File: config.mk
export PLATFORM = sky130hd
export DESIGN_NAME = timer_dev
export DESIGN_NICKNAME = d
export VERILOG_FILES = /design/src/rtl/timer_dev.sv
export SDC_FILE = /design/constraint.sdc
export NUM_CORES = 1
export LEC_CHECK = 0
export CELL_PAD_IN_SITES_DETAIL_PLACEMENT = 0
export CELL_PAD_IN_SITES_GLOBAL_PLACEMENT = 1
export CORE_MARGIN = 1.5
export CORE_UTILIZATION = 38
export DETAILED_ROUTE_END_ITERATION = 12
export HOLD_SLACK_MARGIN = 0.08
export PLACE_DENSITY = 0.91
export SLEW_MARGIN = 40
export SYNTH_ARGS = -nofsm -noshare
export SYNTH_HDL_FRONTEND = slang
export SYNTH_SLANG_ARGS = --single-unit
export TNS_END_PERCENT = 10
File: constraint.sdc
create_clock -name clk -period 3.1 [get_ports clk]
set_clock_uncertainty 0.15 [all_clocks]
set_input_delay 0.465 -clock clk [delete_from_list [all_inputs] [get_ports clk]]
set_output_delay 0.465 -clock clk [all_outputs]
set_load 0.01 [all_outputs]
File: src/rtl/timer_dev.sv
// Memory-mapped countdown timer: CTRL/PRESET/COUNT word registers, a four-state
// counting FSM, and an interrupt request that is sticky in one-shot mode.
module timer_dev (
  input  logic        clk,
  input  logic        reset,
  input  logic [31:0] A,
  input  logic        WE,
  input  logic [3:0]  BE,
  input  logic [31:0] WD,
  output logic [31:0] RD,
  output logic        IRQ
);

  typedef enum logic [1:0] {IDLE, LOAD, CNT, INT} state_t;

  state_t      state, state_nx;
  logic [3:0]  ctrl, ctrl_nx;
  logic [31:0] preset, preset_nx;
  logic [31:0] count, count_nx;
  logic        pending, pending_nx;
  logic        irq_nx;
  logic        wr_ctrl, wr_preset;
  logic        en, auto_mode, enter_int, fsm_clr_en;

  function automatic logic [31:0] merge_lanes(input logic [31:0] old_val,
                                              input logic [31:0] new_val,
                                              input logic [3:0]  lanes);
    logic [31:0] res;
    res = old_val;
    for (int i = 0; i < 4; i++)
      if (lanes[i]) res[8*i +: 8] = new_val[8*i +: 8];
    return res;
  endfunction

  always_comb begin
    wr_ctrl    = WE && (A[3:2] == 2'b00);
    wr_preset  = WE && (A[3:2] == 2'b01);
    en         = ctrl[0];
    auto_mode  = (ctrl[2:1] == 2'b01);
    state_nx   = state;
    count_nx   = count;
    enter_int  = 1'b0;
    fsm_clr_en = 1'b0;

    case (state)
      IDLE: if (en) state_nx = LOAD;
      LOAD: begin
        count_nx = preset;
        state_nx = CNT;
      end
      CNT: begin
        // Zero is tested before decrementing, so the count never wraps.
        if (!en)              state_nx = IDLE;
        else if (count == '0) begin
          state_nx  = INT;
          enter_int = 1'b1;
        end else              count_nx = count - 32'd1;
      end
      INT: begin
        if (auto_mode) state_nx = LOAD;
        else begin
          state_nx   = IDLE;
          fsm_clr_en = 1'b1;
        end
      end
      default: state_nx = IDLE;
    endcase

    // A CPU write to the EN lane overrides the one-shot self-clear.
    ctrl_nx = fsm_clr_en ? {ctrl[3:1], 1'b0} : ctrl;
    if (wr_ctrl && BE[0]) ctrl_nx = WD[3:0];

    preset_nx = wr_preset ? merge_lanes(preset, WD, BE) : preset;

    if (wr_ctrl || wr_preset)       pending_nx = 1'b0;
    else if (enter_int && !auto_mode) pending_nx = 1'b1;
    else                            pending_nx = pending;

    irq_nx = ctrl_nx[3] && (pending_nx || (enter_int && auto_mode));
  end

  always_ff @(posedge clk or negedge reset) begin
    if (!reset) begin
      state   <= IDLE;
      ctrl    <= '0;
      preset  <= '0;
      count   <= '0;
      pending <= 1'b0;
      IRQ     <= 1'b0;
    end else begin
      state   <= state_nx;
      ctrl    <= ctrl_nx;
      preset  <= preset_nx;
      count   <= count_nx;
      pending <= pending_nx;
      IRQ     <= irq_nx;
    end
  end

  always_comb begin
    case (A[3:2])
      2'b00:   RD = {28'd0, ctrl};
      2'b01:   RD = preset;
      2'b10:   RD = count;
      default: RD = '0;
    endcase
  end

endmodule

==> summary.txt <==
Status
  – Result of the run: finished, final reports clean

STA
  – Setup repair after global routing missed its margin: no
  – Final Hold Violating Endpoints: 0
  – Maximum clock frequency: approximately 340 MHz
  – Max-slew violation count: 0
  – Part of the cycle the worst path needs: about 94%
  – Min Clock Period, post-route: 2919 ps
  – Sum of negative setup slack: 0 ps
  – Minimum hold slack: about 350 ps
  – Worst slew pin tran: between 700 and 800 ps
  – Number of failing setup endpoints in the final timing report: 0
  – Relative slew slack: 51.03%

Route
  – Total via count after detailed routing: 3807
  – Iteration-0 DRC Markers: 260
  – WL final: around 12000 um
  – Per-cell via count in the routed design: between 5 and 6
  – Number of optimization iterations in the first detailed-route pass: 5
  – Post-route DRC violation count: 0
  – Antenna Nets Post-Route: 0
  – Routed len/inst: ~18 um

Layout
  – Register area: approximately 1800 um2
  – Post-synthesis to final-layout area growth: 32.04%
  – Multi-input logic area: about 2200 um2
  – Fillcell total: a little under 1000
  – Final net count: between 500 and 600
  – Layout cell share with drive strength beyond 1: roughly 19%
  – Count of inserted antenna diode cells: 0

Logic synthesis
  – Number of enable-type register cells in the synthesized netlist: 0
  – Post-synthesis cell count: slightly above 400
  – Yosys synthesis warning count: 0
  – Syn Area/Cell: 9.922 um2
  – Main synth FF type: sky130_fd_sc_hd__dfrtp_1
  – Area leader, netlist: sky130_fd_sc_hd__dfrtp_1
  – Seq cells post-synth: 72
  – Combined area of all synthesized cells: 4108 um2
  – Post-synthesis async set-or-reset flop share: 100.0%
  – Share of the synthesized area in the top cell type: 43.86%
  – Register area share after synthesis: 43.86%
  – Library cells used by synthesis: 53
  – Net count of the mapped netlist: roughly 490
  – Area contributors post-synth: sky130_fd_sc_hd__dfrtp_1 (44%), sky130_fd_sc_hd__mux2_2 (9.6%), sky130_fd_sc_hd__a22o_1 (7.7%)

Setup path
  – Cell count of the worst reg-to-reg path: 6
  – Number of buffers and inverters on the critical path: 1
  – Slowest cell on the critical path: sky130_fd_sc_hd__or4_1
  – Start of the worst register-to-register path: count[22]
  – WS Path Type: register to register
  – Worst path arrival time: slightly below 3000 ps
  – Reg2Reg Capture Point: count[0]
  – Worst setup EP type: register
  – Kind of start point of the critical path: register
  – Setup slack of the worst register-to-register path: roughly 180 ps
  – Required time worst endpoint: 3160 ps
  – Critical path peak fanout: 13
  – Kind of cell adding the most delay to the critical path: simple AND/OR/NAND/NOR gates
  – Ordered list of cells on the worst path: or4_1 -> or4_1 -> o31a_1 -> buf_4 -> o211ai_1 -> o211ai_1
  – Highest cell delay on the worst timing path: about 620 ps

Die
  – Width of the die: 107.0 um
  – Number of rows created at floorplan: 37
  – Total Die Area: 11440 um2
  – Die Y: between 100 and 150 um
  – Initial standard-cell utilization of the core: between 30 and 40%
  – Core area: ~10000 um2
  – Number of placed I/O pins: 104

Place
  – Number of buffers added on ports: 73
  – HPWL reported at the end of detailed placement: ~8000 um
  – Final estimated routing congestion in global placement: a little under 0.9

Clock network
  – Clock Root Buffer: sky130_fd_sc_hd__clkbuf_8
  – Source-to-sink clock delay at the later pin of the worst-skew pair: between 300 and 400 ps
  – Resized Gates After CTS: 0
  – Clock edge transition at the registers on the reported setup and hold paths: ~80 ps
  – Number of clock buffers inserted by TritonCTS: 9
  – Post-CTS setup repair buffer count: 0
  – Number of sinks handled by clock tree synthesis: approximately 70
  – CTS Hold Bufs: 1
  – Maximum clock path buffer count: 2
  – TritonCTS clock tree: built
  – Number of levels the H-tree was split into: 3

Global routing
  – Total GRT Usage: a little over a fifth
  – Number of antenna violations at the first check in global routing: 0
  – Via count of the first global-routing pass: approximately 3600
  – Wire length of the first global-routing pass: approximately 19000 um
  – Largest net degree at the start of global routing: between 40 and 50
  – Overflow after GRT: 0

Min path
  – Worst Hold End: pending
  – Hold path startpoint: pending
  – Number of cells traversed by the worst hold path: 1
  – Path type of the worst min-delay path: register to register

Power
  – Maximum resistive drop on vdd: between 0.3 and 0.4 mV
  – Pwr/cell area: between 800 and 900 nW/um2
  – Total leakage power: around 2.2 nW

Job
  – Total of max-cap violations: 0
-- cells by family (layout without fill, tap and decap cells) --
group           Yosys count  count (layout)  share of synthesized area (%)
fa+ha+maj                 2               2                         0.6091
compound gates          136             136                          24.67
simple gates            126             126                          16.02
mux                      41              41                          11.06
buf+inv                  37             129                          3.777
flops                    72              72                          43.86
-- state kept, by name, indices dropped and copies added, names as in the netlist --
| signal | cells |
|---|---|
| count | 32 |
| preset | 32 |
| ctrl | 4 |
| state | 2 |
| IRQ | 1 |
| pending | 1 |
-- metal layers --
metal / global-route usage [%] / vias to the layer above / part of all wire, %
li1: - / 1776 / -
met1: 29.19 / 1858 / 47
met2: 32.65 / 160 / 45
met3: 4.742 / 13 / 6.8
met4: 6.000 / 0 / 1.2
met5: 0 / - / 0
-- synth_stat cells (5+ instances only) --
cell type	instances
sky130_fd_sc_hd__o2bb2ai_1	11
sky130_fd_sc_hd__nor4_1	16
sky130_fd_sc_hd__dfrtp_1	72
sky130_fd_sc_hd__inv_1	7
sky130_fd_sc_hd__o22a_1	7
sky130_fd_sc_hd__o22ai_1	11
sky130_fd_sc_hd__a22oi_1	6
sky130_fd_sc_hd__a21oi_1	14
sky130_fd_sc_hd__clkbuf_1	20
sky130_fd_sc_hd__nand3_1	7
sky130_fd_sc_hd__nand2_1	27
sky130_fd_sc_hd__a31oi_1	5
sky130_fd_sc_hd__or4_1	8
sky130_fd_sc_hd__mux2_2	35
sky130_fd_sc_hd__nor2b_1	6
sky130_fd_sc_hd__mux2i_1	6
sky130_fd_sc_hd__nor3_1	11
sky130_fd_sc_hd__nor2_1	25
sky130_fd_sc_hd__a22o_1	36
sky130_fd_sc_hd__nand2b_1	6
sky130_fd_sc_hd__o21ai_0	17
-- layout make-up --
class | count | area share (%)
Inverter | 7 | 0.4844
Tap cell | 136 | 3.137
Clock inverter | 5 | 1.892
Multi-Input combinational cell | 305 | 39.79
Clock buffer | 11 | 2.791
Timing Repair Buffer | 106 | 18.69
Sequential cell | 72 | 33.22
-- how the worst max path moves through the flow --
stage | start | to | depth (start not counted)
5_1_grt | count[22] | count[11] | 6
3_5_place_dp | count[22] | count[0] | 6
3_3_place_gp | count[22] | count[21] | 6
4_1_cts | count[8] | count[0] | 6
2_1_floorplan | count[8] | count[30] | 7
6_report | count[22] | count[0] | 6
-- through the flow --
| stage | instance area [um2] | cells | setup slack, ps | utilization, % | power, W |
|---|---|---|---|---|---|
| floorplan | 4108 | 414 | 327.8 | - | 0.002853 |
| finish | 5424 | 642 | 180.6 | 52.07 | 0.004564 |
| global route | 5424 | 642 | 86.13 | 52.07 | 0.004859 |
| CTS | 5424 | 642 | 216.8 | 52.07 | 0.004556 |
| detailed placement | 5160 | 625 | 238.4 | 49.54 | 0.003606 |
| global placement | 5160 | 625 | 272.9 | 49.54 | 0.003539 |
-- placed cells by master (no fill, tap or decap), types with 14 or more instances in the layout --
master / n
sky130_fd_sc_hd__mux2_2: 35
sky130_fd_sc_hd__clkdlybuf4s50_1: 72
sky130_fd_sc_hd__dfrtp_1: 72
sky130_fd_sc_hd__a21oi_1: 14
sky130_fd_sc_hd__nor2_1: 24
sky130_fd_sc_hd__buf_4: 29
sky130_fd_sc_hd__a22o_1: 36
sky130_fd_sc_hd__nand2_1: 27
sky130_fd_sc_hd__nor4_1: 16
sky130_fd_sc_hd__o21ai_0: 17
-- worst register-to-register path, cell delays in order, from the launching register on --
cell                       delay, ps
sky130_fd_sc_hd__dfrtp_1         420
sky130_fd_sc_hd__or4_1           620
sky130_fd_sc_hd__or4_1           600
sky130_fd_sc_hd__o31a_1          460
sky130_fd_sc_hd__buf_4           240
sky130_fd_sc_hd__o211ai_1        180
sky130_fd_sc_hd__o211ai_1        110
-- report_power, final --
part | switching (W) | internal, W
Sequential | 0.000379 | 0.00126
Combinational | 0.00101 | 0.000968
Clock | 0.000369 | 0.000578
Total | 0.00175 | 0.00281
(Power assumes the default switching activity.)
